$ cat src/rtl/dmem_arb_pkg.sv
// Shared types, port IDs and the address check used by the data-memory arbiter.
package dmem_arb_pkg;

    localparam int unsigned ADDR_W = 32;
    localparam int unsigned DATA_W = 32;

    typedef enum logic [1:0] {
        ST_IDLE = 2'd0,
        ST_OWN0 = 2'd1,
        ST_OWN1 = 2'd2
    } arb_state_t;

    localparam logic PORT_M0 = 1'b0;
    localparam logic PORT_M1 = 1'b1;

    typedef struct packed {
        logic              valid;
        logic              port;
        logic              err;
        logic [DATA_W-1:0] data;
    } rsp_t;

    // Misaligned or beyond the last RAM word.
    function automatic logic addr_err(input logic [ADDR_W-1:0] addr, input int unsigned depth_w);
        return (addr[1:0] != 2'b00) || ((addr >> 2) >= (ADDR_W'(1) << depth_w));
    endfunction

endpackage

$ cat src/rtl/rr_arb2.sv
// Two-requester round-robin arbiter with a bounded ownership hold.
module rr_arb2
    import dmem_arb_pkg::*;
#(
    parameter int unsigned MAX_HOLD = 4
) (
    input  logic       clk,
    input  logic       reset_n,
    input  logic [1:0] req,
    output logic [1:0] gnt
);

    localparam int unsigned      CNT_W    = $clog2(MAX_HOLD + 1);
    localparam logic [CNT_W-1:0] HOLD_MAX = CNT_W'(MAX_HOLD);

    arb_state_t       state, state_nxt;
    logic             last, last_nxt;
    logic [CNT_W-1:0] hold_cnt, hold_cnt_nxt;
    logic             owned;
    logic             owner;
    logic             keep;

    always_ff @(posedge clk or negedge reset_n) begin
        if (!reset_n) begin
            state    <= ST_IDLE;
            last     <= PORT_M1;
            hold_cnt <= '0;
        end else begin
            state    <= state_nxt;
            last     <= last_nxt;
            hold_cnt <= hold_cnt_nxt;
        end
    end

    // Owner keeps the slot until its hold budget runs out under contention.
    always_comb begin
        owned = (state == ST_OWN0) || (state == ST_OWN1);
        owner = (state == ST_OWN1);
        keep  = owned && req[owner] && (!req[!owner] || (hold_cnt < HOLD_MAX));
        gnt   = 2'b00;
        if (keep) begin
            gnt[owner] = 1'b1;
        end else if (req == 2'b01) begin
            gnt = 2'b01;
        end else if (req == 2'b10) begin
            gnt = 2'b10;
        end else if (req == 2'b11) begin
            gnt = (last == PORT_M1) ? 2'b01 : 2'b10;
        end
    end

    always_comb begin
        state_nxt    = ST_IDLE;
        last_nxt     = last;
        hold_cnt_nxt = '0;
        if (gnt != 2'b00) begin
            state_nxt = gnt[1] ? ST_OWN1 : ST_OWN0;
            last_nxt  = gnt[1];
            if (owned && (gnt[1] == owner)) begin
                hold_cnt_nxt = (hold_cnt == HOLD_MAX) ? hold_cnt : hold_cnt + CNT_W'(1);
            end else begin
                hold_cnt_nxt = CNT_W'(1);
            end
        end
    end

endmodule

$ cat src/rtl/dmem_arbiter.sv
// Shares the single-port data RAM between the CPU (m0) and the loader/debug port (m1).
module dmem_arbiter
    import dmem_arb_pkg::*;
#(
    parameter int unsigned DEPTH_W  = 6,
    parameter int unsigned MAX_HOLD = 4
) (
    input  logic              clk,
    input  logic              reset_n,
    input  logic              m0_req,
    input  logic              m0_we,
    input  logic [ADDR_W-1:0] m0_addr,
    input  logic [DATA_W-1:0] m0_wdata,
    output logic              m0_gnt,
    output logic              m0_rvalid,
    output logic [DATA_W-1:0] m0_rdata,
    output logic              m0_err,
    input  logic              m1_req,
    input  logic              m1_we,
    input  logic [ADDR_W-1:0] m1_addr,
    input  logic [DATA_W-1:0] m1_wdata,
    output logic              m1_gnt,
    output logic              m1_rvalid,
    output logic [DATA_W-1:0] m1_rdata,
    output logic              m1_err,
    output logic              mem_we,
    output logic [ADDR_W-1:0] mem_a,
    output logic [DATA_W-1:0] mem_wd,
    input  logic [DATA_W-1:0] mem_rd
);

    logic [1:0]        gnt;
    logic              any_gnt;
    logic              sel;
    logic              sel_we;
    logic [ADDR_W-1:0] sel_addr;
    logic [DATA_W-1:0] sel_wdata;
    logic              acc_err;
    rsp_t              rsp;

    rr_arb2 #(
        .MAX_HOLD(MAX_HOLD)
    ) u_arb (
        .clk    (clk),
        .reset_n(reset_n),
        .req    ({m1_req, m0_req}),
        .gnt    (gnt)
    );

    assign m0_gnt = gnt[0];
    assign m1_gnt = gnt[1];

    // Route the granted port to the RAM; an erroring access never writes.
    always_comb begin
        any_gnt   = (gnt != 2'b00);
        sel       = gnt[1];
        sel_we    = sel ? m1_we    : m0_we;
        sel_addr  = sel ? m1_addr  : m0_addr;
        sel_wdata = sel ? m1_wdata : m0_wdata;
        acc_err   = any_gnt && addr_err(sel_addr, DEPTH_W);
        mem_we    = any_gnt && sel_we && !acc_err;
        mem_a     = any_gnt ? sel_addr  : '0;
        mem_wd    = any_gnt ? sel_wdata : '0;
    end

    always_ff @(posedge clk or negedge reset_n) begin
        if (!reset_n) begin
            rsp <= '0;
        end else begin
            rsp.valid <= any_gnt;
            rsp.port  <= sel;
            rsp.err   <= acc_err;
            rsp.data  <= (any_gnt && !sel_we && !acc_err) ? mem_rd : '0;
        end
    end

    assign m0_rvalid = rsp.valid && (rsp.port == PORT_M0);
    assign m1_rvalid = rsp.valid && (rsp.port == PORT_M1);
    assign m0_err    = m0_rvalid && rsp.err;
    assign m1_err    = m1_rvalid && rsp.err;
    assign m0_rdata  = m0_rvalid ? rsp.data : '0;
    assign m1_rdata  = m1_rvalid ? rsp.data : '0;

endmodule

$ cat config.mk
export PLATFORM = sky130hd
export DESIGN_NAME = dmem_arbiter
export DESIGN_NICKNAME = d
export VERILOG_FILES = /design/src/rtl/dmem_arb_pkg.sv /design/src/rtl/rr_arb2.sv /design/src/rtl/dmem_arbiter.sv
export SDC_FILE = /design/constraint.sdc
export NUM_CORES = 1
export LEC_CHECK = 0
export BUFFER_PORTS_ARGS = -buffer_cell sky130_fd_sc_hd__buf_2
export CAP_MARGIN = 40
export CORE_AREA = 2 2 115 117
export DETAILED_ROUTE_END_ITERATION = 10
export DIE_AREA = 0 0 117 119
export PLACE_DENSITY = 0.66
export SYNTH_ARGS = -nofsm -noshare
export SYNTH_HDL_FRONTEND = slang
export SYNTH_SLANG_ARGS = --single-unit
$ cat constraint.sdc
create_clock -name clk -period 2.4 [get_ports clk]
set_input_delay 0.24 -clock clk [delete_from_list [all_inputs] [get_ports clk]]
set_output_delay 0.24 -clock clk [all_outputs]
set_load 0.01 [all_outputs]
# == Word-level counts from Yosys, hierarchy flattened ==
# Index checks and enable logic that the tools add are counted.
# word_totals
ff_bits,41
in_bits,166
out_inout_bits,135
# classes
add_sub_neg,1
magnitude_cmp,5
n_eq_ne,8
mux,24
n_bitwise,1
n_reduce_logical,22
# op_table
cell,count
$mux 32,7
$ge 30x7->1 const B,1
$mux 2,7
$logic_and 1x1->1,13
$mux 3,3
$eq 2x2->1 const B,3
$mux 1,6
$eq 2x1->1 const B,2
$logic_not 1->1,4
$lt 1x2->1 const B,2
$reduce_bool 2->1,2
$add 3x1->3 const B,1
$eq 3x3->1 const B,1
$logic_or 1x1->1,3
$lt 3x3->1 const B,1
$ne 3x3->1 const B,1
$demux 1 s1,1
$eq 1x1->1,1
$ge 1x1->1 const B,1
$not 1->1,1

# == Longest topological paths before layout ==
# Gate-level depths: netlist of run 1.
# logic_depth
word_depth,15
ltp_mapped,9

# == By module ==
# A second synthesis of run 1 with hierarchy kept.
# unflattened
cells_unflattened,370
hier_area_um2,3027.9
# by_module_without_submodules
module,n_inst,cells_per_inst,area_each_um2
dmem_arbiter,1,320,2527.4
rr_arb2,1,50,500.5

# == Worst setup path before layout of run 1 ==
# Ideal clock, no wire load.
# synth_path
path_kind,reg-to-output
startpoint,register u_arb.state[0]
endpoint,output port mem_wd[24]
arrival_time_ns,2.125
t_required_ns,2.160
slack_ns,0.035
stages_incl_launch_ff,10
path_cell_list,dfrtp_1 -> inv_1 -> ha_1 -> o211a_1 -> or3b_1 -> buf_2 -> inv_2 -> clkbuf_1 -> nand2_1 -> a21oi_1
# synth_via
elab_chain_len,9
# synth_rtl
item,line_no,source
start: declaration,rr_arb2.sv:16,"arb_state_t state, state_nxt;"
start signal: assignment,rr_arb2.sv:29,state <= state_nxt;
branches (longest 6 deep; another with $lt 1x2->1),n/a,
$mux 2 (*),rr_arb2.sv:41,if (keep) begin
named net m1_gnt,dmem_arbiter.sv:22,"output logic m1_gnt,"
$mux 32 or $reduce_bool 2->1 (tied branches),"dmem_arbiter.sv:59, dmem_arbiter.sv:55",
$mux 32 (*),dmem_arbiter.sv:63,mem_wd = any_gnt ? sel_wdata : '0;
end: declaration,dmem_arbiter.sv:28,"output logic [DATA_W-1:0] mem_wd,"
# Mark *: on every way through the listed nets, which the timed path passes. The select of a mux whose other input is x is not followed.

# == Worst setup path after layout of run 1 ==
# layout_path
startpoint,register u_arb.state[0]
endpoint,output port mem_a[2]
# layout_via
elab_chain_len,9
# layout_rtl
item,line_no,source
branches (longest 6 deep; another with $lt 1x2->1),n/a,
$mux 2 (*),rr_arb2.sv:41,
$mux 32 or $reduce_bool 2->1 (tied branches),"dmem_arbiter.sv:58, dmem_arbiter.sv:55",
$mux 32 (*),dmem_arbiter.sv:62,mem_a = any_gnt ? sel_addr : '0;
end: declaration,dmem_arbiter.sv:27,"output logic [ADDR_W-1:0] mem_a,"
# Every way passes the cells marked *. The select of a mux whose other input is x is not followed.

==> flow_summary.json, run 1 <==
{
  "syn_avg_cell_area_um2": 7.068,
  "grt_pass1_vias": 3744,
  "num_vias": 4122,
  "drc": 0,
  "ys_seq_elements": 41,
  "start_util_pct": 23.77,
  "slew_viol_final": 0,
  "fmax_mhz": 402.1,
  "hold_class": "in2reg",
  "antenna_left": 0,
  "synthTopCellsByArea": "dfrtp_1, nand2_1, a21oi_1",
  "crit_required_ns": 2.16,
  "setup_slack_ns": -0.08706,
  "p_leak_nw": 3.032,
  "place_ws_ns": -0.08761,
  "path_clk_slew_ns": 0.06,
  "grt_pass1_wl_um": 18070,
  "yosys.area.top_type": "dfrtp_1",
  "fin_nets": 892,
  "finalSetupViolCount": 65,
  "worst_slew_pin_slew_ns": 0.4615,
  "most-common-layout-cells": "buf_2, nand2_1, a21oi_1",
  "routedWlPerCell_um": 13.79,
  "cts_max_level": 2,
  "powerDensity_nw_per_um2": 569.4,
  "crit_path_end_kind": "output pin",
  "layout-area-overhead-vs-synth_pct": 66.80,
  "peakVddDrop_v": 0.0002791,
  "cts_root_buf": "clkbuf_16",
  "fp.dieW_um": 117,
  "cp_data_arrival_time_ns": 2.25,
  "max_stage_delay_ns": 0.43,
  "ff2ff_path_depth": 8,
  "status": "finished with violations",
  "first_iter_violations": 215,
  "drive_gt1_share_pct": 46.96,
  "finalNonFillerCells": 900,
  "critPathMaxFanout": 13,
  "dpl_cell_area_um2": 4770,
  "r2r_slack_ns": 0.09,
  "period_minus_slack_ns": 2.487,
  "max-clock-path-buffers": 2,
  "reg2reg_to": "rsp[3]",
  "fin_crit_sh_pct": 103.6,
  "io_buffers": 300,
  "drt_wl_total_um": 12410,
  "rsz0062_at_grt": "true",
  "die_area_um2": 13920,
  "worst-path-buf-inv": 4,
  "chipHeight_um": 119,
  "synth_top_area_share_pct": 32.71,
  "final_common_cell": "buf_2",
  "overflow": 0,
  "finalInstanceArea_um2": 5105,
  "cts_setup_buffers": 0,
  "cp_slowest_cell": "or3b_4",
  "ys_types": 30,
  "vias_per_cell": 4.580,
  "core_area_um2": 12870,
  "syn_nets": 602,
  "gp_congestion": 0.7931,
  "critical_path.cell_chain": "inv_2 > ha_4 > o211a_1 > or3b_4 > inv_8 > buf_12 > nand2_1 > a21oi_1 > buf_2",
  "grt_max_degree": 39,
  "antenna_found_initial": 0,
  "cts_tree": "done",
  "crit_type": "reg2out",
  "hold-path-endpoint": "rsp[18]",
  "cp_top_family": "buffers and inverters",
  "firstDrtPassIters": 4,
  "r2r-start": "u_arb.state[0]",
  "grtUsageTotal_pct": 16.15,
  "violations": "setup timing",
  "synth_area_um2": 3060,
  "hold_path_depth": 2,
  "yosysSeqAreaShare_pct": 33.57,
  "cts_sinks": 41,
  "postLayoutCoreUtil_pct": 39.65,
  "dp.cells": 887,
  "maxCapViolations": 0,
  "cp-start-kind": "flop",
  "relSlewSlack_pct": 68.95,
  "clk_latency_ns": 0.28,
  "hold_viol": 0,
  "rows": 42,
  "tns_ns": -3.229,
  "ios": 301,
  "fin_worst_skew_ns": 0.007233,
  "hpwl_um": 9179,
  "numCtsBuffers": 5,
  "synthCells": 433,
  "yosysWarnings": 0,
  "min_from": "mem_rd[18]",
  "diodes": 0
}
how the worst max path moves through the flow:
stage | start | end | cells past startpoint
3_3_place_gp | u_arb.state[0] | rsp[31] | 8
2_1_floorplan | u_arb.state[0] | mem_wd[24] | 9
5_1_grt | u_arb.state[0] | mem_wd[20] | 9
6_report | u_arb.state[0] | mem_a[2] | 9
4_1_cts | u_arb.state[0] | mem_wd[20] | 9
3_5_place_dp | u_arb.state[0] | rsp[31] | 8
layout make-up:
cell class	count	area, µm²
tap	176	220.2
clock buffer	6	128.9
multi-input combinational	348	1884
sequential	41	1027
inverter	7	33.78
clock inverter	2	38.79
fill	1350	7770
timing repair buffer	320	1772
metrics by stage:
stage / total power [mW] / hold WS, ns
6_report: 2.907 / 0.2026
5_1_grt: 3.104 / 0.1976
4_1_cts: 2.901 / 0.1966
3_5_place_dp: 2.012 / 0.06203
3_3_place_gp: 2.004 / 0.4119
2_1_floorplan: 1.466 / -0.05559
cells by family after synthesis:
group	synth area share, %
xor gates and xnor gates	0.2862
adders and majority gates	1.227
and+or+nand+nor	38.14
AOI/OAI and AO/OA	20.11
buffers and inverters	6.664
DFF	33.57
synthesized netlist by cell type:
cell type,count
nand3b_1,1
or3_1,1
and3_1,35
nand2_1,130
a21oi_1,67
nand4_1,4
nor3_1,3
xnor2_1,1
or3b_1,1
a21boi_0,4
inv_1,6
o21ai_0,1
clkbuf_1,30
o211a_1,2
ha_1,3
nor2b_1,1
buf_2,4
dfstp_2,1
nand2b_1,2
nor2_1,7
inv_2,1
buf_6,4
or4b_4,1
nand3_1,3
and4_1,1
a21boi_1,30
dfrtp_1,40
and2_1,35
nor4_1,13
nor4b_2,1
report_power, final:
group          internal, mW  switching, mW
Combinational         0.620          0.779
Sequential            0.728         0.0255
Clock                 0.493          0.261
Total                  1.84           1.07
per-layer routing:
| layer | GRT usage, % | part of all wire, % | vias to the layer above |
|---|---|---|---|
| met5 | 0 | 0 | - |
| met4 | 4.853 | 1.8 | 0 |
| met3 | 1.934 | 7.1 | 16 |
| met2 | 29.70 | 51 | 221 |
| met1 | 19.29 | 40 | 1841 |
| li1 | - | - | 2044 |
worst reg2reg max path, delay by kind of cell (launching register included):
kind	cells	cell delay, ns
adders and majority gates	1	0.21
DFF	1	0.37
AOI/OAI and AO/OA	1	0.22
buffers and inverters	3	0.35
and+or+nand+nor	3	1.09
timing repair:
action,4_1_cts,5_1_grt
hold buffers,1,0
resized for setup,19,3
endpoints found under the setup margin,99,97
hold endpoints to repair,14,0
pin swaps,2,0
cloned,2,2
sequential cells by signal, summed over array words and instances (netlist names):
signal / count
rsp: 35
u_arb.hold_cnt: 3
u_arb.state: 2
u_arb.last: 1
(Power assumes the default switching activity.)
==> inputs of run 2 (changes only) <==
--- a/config.mk
+++ b/config.mk
@@ -5,12 +5,14 @@
 export SDC_FILE = /design/constraint.sdc
 export NUM_CORES = 1
 export LEC_CHECK = 0
+export ABC_AREA = 1
 export BUFFER_PORTS_ARGS = -buffer_cell sky130_fd_sc_hd__buf_2
 export CAP_MARGIN = 40
-export CORE_AREA = 2 2 115 117
+export CORE_AREA = 2 2 116 118
 export DETAILED_ROUTE_END_ITERATION = 10
-export DIE_AREA = 0 0 117 119
-export PLACE_DENSITY = 0.66
+export DIE_AREA = 0 0 118 120
+export PLACE_DENSITY = 0.68
 export SYNTH_ARGS = -nofsm -noshare
 export SYNTH_HDL_FRONTEND = slang
+export SYNTH_HIERARCHICAL = 1
 export SYNTH_SLANG_ARGS = --single-unit
==> run 2 against run 1 <==
Compared with the run above: the run still ends with setup timing left; worst setup slack got worse by 0.30 ns; non-clock buffer count rose by 45; hold slack got worse by 0.026 ns; area after synthesis rose by 13%; count of clock-buffer cells in the layout fell by 1; first-iteration DRC count fell by 38%; power rose to 2.8 times the previous value; via count rose by 13%; sequential share of layout area fell by 4.6 points; critical path depth rose by 7; register-to-register slack got worse by 0.42 ns; sequential cell count did not move; largest cell class is now non-clock buffers; largest power group unchanged; highest routed layer unchanged.
==> flow_summary.json, run 2 <==
{
  "tns_ns": -23.43,
  "synthFlopType": "dfrtp_1",
  "min_from": "mem_rd[26]",
  "grtUsageTotal_pct": 17.82,
  "p_leak_nw": 3.967,
  "max-clock-path-buffers": 2,
  "drive_gt1_share_pct": 51.86,
  "yosysWarnings": 6,
  "cts_sinks": 41,
  "crit_path_end_kind": "output pin",
  "critPathMaxFanout": 6,
  "setup_slack_ns": -0.3829,
  "fmax_mhz": 359.3,
  "reg2reg_to": "rsp[25]",
  "drc": 0,
  "cp_slowest_cell": "dfrtp_1",
  "powerDensity_nw_per_um2": 1221,
  "grt_pass1_wl_um": 20520,
  "crit_required_ns": 2.16,
  "synth_area_um2": 3457,
  "max_stage_delay_ns": 0.37,
  "io_buffers": 300,
  "firstDrtPassIters": 4,
  "finalInstanceArea_um2": 6623,
  "antenna_found_initial": 0,
  "yosysMostFrequentCell": "nand2_1",
  "finalNonFillerCells": 1117,
  "hold-path-endpoint": "rsp[26]",
  "largest_reg_flops": 35,
  "worst_slew_pin_slew_ns": 0.4306,
  "period_minus_slack_ns": 2.783,
  "fp.dieW_um": 118,
  "num_vias": 4646,
  "critical_path.cell_chain": "inv_2 > ha_4 > inv_2 > o21ai_2 > nor2_4 > nand2_4 > nand2_4 > nand2_8 > buf_12 > or2_1 > o21ai_2 > nand3_2 > nor2_4 > nand2_1 > nor2_1 > buf_2",
  "hold_path_depth": 3,
  "layout-area-overhead-vs-synth_pct": 91.57,
  "gp_congestion": 0.8522,
  "async_flop_share_pct": 100.0,
  "synth_top_area_share_pct": 28.95,
  "cts_root_buf": "clkbuf_16",
  "fin_nets": 1111,
  "antenna_left": 0,
  "synthTopCellsByCount": "nand2_1, inv_1, nor2_1, dfrtp_1, o21ai_0",
  "numCtsBuffers": 5,
  "hold_class": "in2reg",
  "synthCells": 599,
  "vias_per_cell": 4.159,
  "fin_crit_sh_pct": 116.0,
  "dp.cells": 1085,
  "largest_register": "rsp",
  "diodes": 0,
  "grt_pass1_vias": 4263,
  "syn_nets": 769,
  "core_area_um2": 12980,
  "slew_viol_final": 0,
  "relSlewSlack_pct": 71.29,
  "ys_types": 26,
  "finalSetupViolCount": 99,
  "cts_max_level": 2,
  "fill_cells": 1288,
  "drt_wl_total_um": 14010,
  "first_iter_violations": 133,
  "ff2ff_path_depth": 18,
  "final_common_cell": "buf_2",
  "overflow": 0,
  "path_clk_slew_ns": 0.06,
  "yosysSeqAreaShare_pct": 29.71,
  "synth_edf_count": 0,
  "rsz0062_at_grt": "true",
  "die_area_um2": 14160,
  "ys_seq_elements": 41,
  "crit_type": "reg2out",
  "r2r-start": "u_arb/state[0]",
  "fin_worst_skew_ns": 0.004188,
  "hold_viol": 0,
  "chipHeight_um": 120,
  "start_util_pct": 26.63,
  "hpwl_um": 10070,
  "largestRegisters": "rsp x35, u_arb/hold_cnt x3, u_arb/state x2",
  "synthTopCellsByArea": "dfrtp_1, nand2_1, inv_1",
  "cts_tree": "done",
  "cp_data_arrival_time_ns": 2.54,
  "most-common-layout-cells": "buf_2, nand2_1, inv_1",
  "routedWlPerCell_um": 12.54,
  "clk_latency_ns": 0.28,
  "fin_hold_ws_ns": 0.1765,
  "r2r_slack_ns": -0.33,
  "maxCapViolations": 0,
  "yosys.area.top_type": "dfrtp_1",
  "grt_max_degree": 35,
  "dpl_cell_area_um2": 5428,
  "syn_avg_cell_area_um2": 5.771,
  "peakVddDrop_v": 0.0007462,
  "cp-start-kind": "flop",
  "status": "finished with violations",
  "rows": 42,
  "ios": 301,
  "violations": "setup timing"
}
run 2: cell types whose count changed after synthesis, moves of 34 or more:
cell / change
and3_1: -35
nor2_1: +92
inv_1: +134
o21ai_0: +34
nand2_1: +42
and2_1: -35
a21oi_1: -48
run 2: metrics by stage:
stage | utilization, % | total power, mW | setup slack [ns]
floorplan | - | 3.299 | -0.03588
global placement | 41.45 | 5.181 | -0.09120
detailed placement | 41.82 | 5.272 | -0.1405
CTS | 46.53 | 7.096 | -0.3115
global route | 51.02 | 8.663 | -0.5218
finish | 51.02 | 8.084 | -0.3829
run 2: worst max path at each step:
stage,start,cells after the start,end
after global routing,u_arb/state[0],17,mem_we
after CTS,u_arb/state[1],15,mem_we
after floorplan,u_arb/state[0],13,mem_a[0]
after detailed placement,u_arb/state[1],15,mem_we
final,u_arb/state[0],16,mem_we
after global placement,u_arb/state[0],16,mem_we
run 2: routing by layer:
metal / global-route usage, % / up-vias / share of wire, %
met3: 3.850 / 19 / 6.6
met5: 0 / - / 0
met2: 31.43 / 203 / 51
met4: 5.497 / 0 / 2.0
li1: - / 2394 / -
met1: 21.70 / 2030 / 40
run 2: power breakdown:
part           switching, mW  total [mW]  internal, mW
Sequential            0.0404       0.807         0.767
Combinational           3.40        6.55          3.14
Clock                  0.248       0.731         0.482
Total                   3.69        8.08          4.39
run 2: logic make-up after synthesis:
family                   count (synthesis)  synth area share [%]
AO/OA/AOI/OAI                           56                 8.107
XOR/XNOR                                 1                0.2534
adder cells (fa/ha/maj)                  4                 1.448
buffers and inverters                  171                 20.41
flip-flops                              41                 29.71
AND/OR/NAND/NOR                        326                 40.07
run 2: timing repair:
item                       CTS  global route
hold endpoints to repair    11             0
setup endpoints to repair   97            99
pin swaps                    6            19
hold buffers                 1             0
resized for setup           63           131
cloned                       7             5
setup buffers                9             3
run 2: cell type report:
cell class                      instances  area, µm²  area share [%]
Clock buffer                            5      125.1           1.889
Clock inverter                          2      35.03          0.5290
Inverter                              141      555.5           8.388
Multi-Input combinational cell        387       2113           31.91
Sequential cell                        41       1027           15.51
Tap cell                              176      220.2           3.325
Timing Repair Buffer                  365       2546           38.45
run 2: critical path, delay by kind of cell (launching register included):
| kind | cells | cell delay [ns] |
|---|---|---|
| adders and majority gates | 1 | 0.21 |
| buffers and inverters | 4 | 0.46 |
| and+or+nand+nor | 9 | 1.07 |
| AOI/OAI and AO/OA | 2 | 0.15 |
| DFF | 1 | 0.37 |
==> inputs of run 3 (changes only) <==
--- a/config.mk
+++ b/config.mk
@@ -6,12 +6,12 @@
 export NUM_CORES = 1
 export LEC_CHECK = 0
 export ABC_AREA = 1
-export BUFFER_PORTS_ARGS = -buffer_cell sky130_fd_sc_hd__buf_2
 export CAP_MARGIN = 40
-export CORE_AREA = 2 2 116 118
+export CORE_AREA = 2 2 117 119
 export DETAILED_ROUTE_END_ITERATION = 10
-export DIE_AREA = 0 0 118 120
-export PLACE_DENSITY = 0.68
+export DIE_AREA = 0 0 119 121
+export DONT_BUFFER_PORTS = 1
+export PLACE_DENSITY = 0.48
 export SYNTH_ARGS = -nofsm -noshare
 export SYNTH_HDL_FRONTEND = slang
 export SYNTH_HIERARCHICAL = 1
==> run 3 against run 2 <==
Compared with the run above: the run still ends with setup timing left; die area rose by 1.7%; critical endpoint unchanged; final cell count down 24%; first-iteration DRC count grew 2.3%.
==> flow_summary.json, run 3 (synthesized netlist as in run 2, its figures left out) <==
{
  "ios": 301,
  "grt_max_degree": 63,
  "slew_viol_final": 0,
  "peakVddDrop_v": 0.001160,
  "seq_power_share_pct": 10.5,
  "p_leak_nw": 2.782,
  "period_minus_slack_ns": 2.873,
  "critPathCapture": "mem_we",
  "cts_sinks": 41,
  "hold_class": "in2reg",
  "fin_hold_ws_ns": 0.07986,
  "crit_required_ns": 2.16,
  "cts_tree": "done",
  "path_clk_slew_ns": 0.06,
  "crit_start": "u_arb/state[1]",
  "largest_register": "rsp",
  "setup_slack_ns": -0.4729,
  "dp.cells": 801,
  "largest_reg_flops": 35,
  "cp_slowest_cell": "dfrtp_2",
  "numCtsBuffers": 5,
  "cp_top_family": "simple AND/OR/NAND/NOR gates",
  "cts_max_level": 2,
  "cp-start-kind": "flop",
  "rows": 42,
  "worst-path-buf-inv": 3,
  "path_depth": 15,
  "finalNonFillerCells": 853,
  "cp_data_arrival_time_ns": 2.63,
  "core_area_um2": 13090,
  "chipHeight_um": 121,
  "crit_path_end_kind": "output pin",
  "start_util_pct": 26.42,
  "cts_root_buf": "clkbuf_16",
  "firstDrtPassIters": 6,
  "p_int_mw": 3.984,
  "rsz0062_at_grt": "true",
  "hold_viol": 0,
  "grtUsageTotal_pct": 16.88,
  "ff_latch_area_um2": 1028,
  "crit_type": "reg2out",
  "relSlewSlack_pct": 69.67,
  "r2r-start": "u_arb/state[1]",
  "ff2ff_path_depth": 17,
  "antenna_found_initial": 0,
  "tns_ns": -25.31,
  "largestRegisters": "rsp x35, u_arb/hold_cnt x3, u_arb/state x2",
  "fin_nets": 847,
  "grt_pass1_vias": 3681,
  "layout-area-overhead-vs-synth_pct": 54.33,
  "dpl_cell_area_um2": 4009,
  "switchingPower_mw": 3.813,
  "fill_cells": 1361,
  "critical_path.cell_chain": "ha_4 > inv_4 > o21ai_4 > nor2_4 > nand2_2 > nand2_4 > nand2_8 > buf_12 > or2_4 > o21ai_4 > nand3_2 > nor2_4 > nand2_1 > nor2_1 > buf_4",
  "drc": 0,
  "drt_wl_total_um": 14420,
  "clk_latency_ns": 0.27,
  "critPathMaxFanout": 11,
  "io_buffers": 0,
  "finalInstanceArea_um2": 5335,
  "antenna_left": 0,
  "violations": "setup timing",
  "finalSetupViolCount": 97,
  "max_stage_delay_ns": 0.45,
  "p_sw_share_pct": 48.90,
  "combPwrFrac_pct": 80.2,
  "multi_input_area_um2": 2158,
  "fp.dieW_um": 119,
  "overflow": 0,
  "r2r_slack_ns": -0.37,
  "gp_congestion": 0.8833,
  "final_common_cell": "nand2_1",
  "fin_crit_sh_pct": 119.7,
  "clockPowerShare_pct": 9.3,
  "reg2reg_to": "rsp[12]",
  "routedWlPerCell_um": 16.91,
  "grt_pass1_wl_um": 18940,
  "fin_worst_skew_ns": 0.004946,
  "hpwl_um": 9673,
  "fmax_mhz": 348.1,
  "first_iter_violations": 136,
  "maxCapViolations": 0,
  "postLayoutCoreUtil_pct": 40.77,
  "vias_per_cell": 4.585,
  "die_area_um2": 14400,
  "powerDensity_nw_per_um2": 1461,
  "diodes": 0,
  "drive_gt1_share_pct": 40.47,
  "num_vias": 3911,
  "worst_slew_pin_slew_ns": 0.4549,
  "most-common-layout-cells": "nand2_1, inv_1, nor2_1",
  "max-clock-path-buffers": 2,
  "status": "finished with violations"
}
run 3: worst min path at each step:
stage / from / end / slack (ns) / cells after the start
detailed placement: reset_n / rsp[5] / -0.05 / 0
finish: mem_rd[13] / rsp[13] / 0.08 / 2
CTS: mem_rd[16] / rsp[16] / 0.07 / 2
global route: mem_rd[13] / rsp[13] / 0.07 / 2
floorplan: reset_n / rsp[0] / -0.06 / 0
global placement: reset_n / rsp[10] / -0.05 / 0
run 3: routing by layer:
metal,vias up,track usage (%),part of all wire [%]
met5,-,0,0
met4,0,5.729,2.8
met3,29,4.323,6.8
met2,199,33.15,55
met1,1815,17.18,35
li1,1868,-,-
run 3: what timing repair did:
item / CTS / global route
endpoints found under the hold margin: 41 / 0
hold buffers: 2 / 0
gates resized for setup: 32 / 171
setup endpoints to repair: 98 / 98
pin swaps: 12 / 22
cloned: 6 / 10
setup buffers: 13 / 14
run 3: power by group through the flow:
stage / registers [mW] / logic (mW) / clock network, mW
6_report: 0.816 / 6.25 / 0.728
5_1_grt: 0.821 / 6.68 / 0.782
4_1_cts: 0.809 / 4.55 / 0.747
3_5_place_dp: 0.816 / 3.86 / 0
3_3_place_gp: 0.812 / 3.71 / 0
2_1_floorplan: 0.806 / 2.49 / 0
run 3: through the flow:
step	total power [mW]	setup slack, ns
after floorplan	3.299	-0.03588
after global placement	4.525	-0.3709
after detailed placement	4.675	-0.4211
after CTS	6.104	-0.4275
after global routing	8.286	-0.6484
final	7.797	-0.4729
run 3: layout make-up:
type | instances | area share (%)
inverter | 141 | 10.20
timing repair buffer | 101 | 22.94
multi-input combinational | 387 | 40.45
tap | 176 | 4.128
sequential | 41 | 19.28
clock buffer | 5 | 2.345
clock inverter | 2 | 0.6567
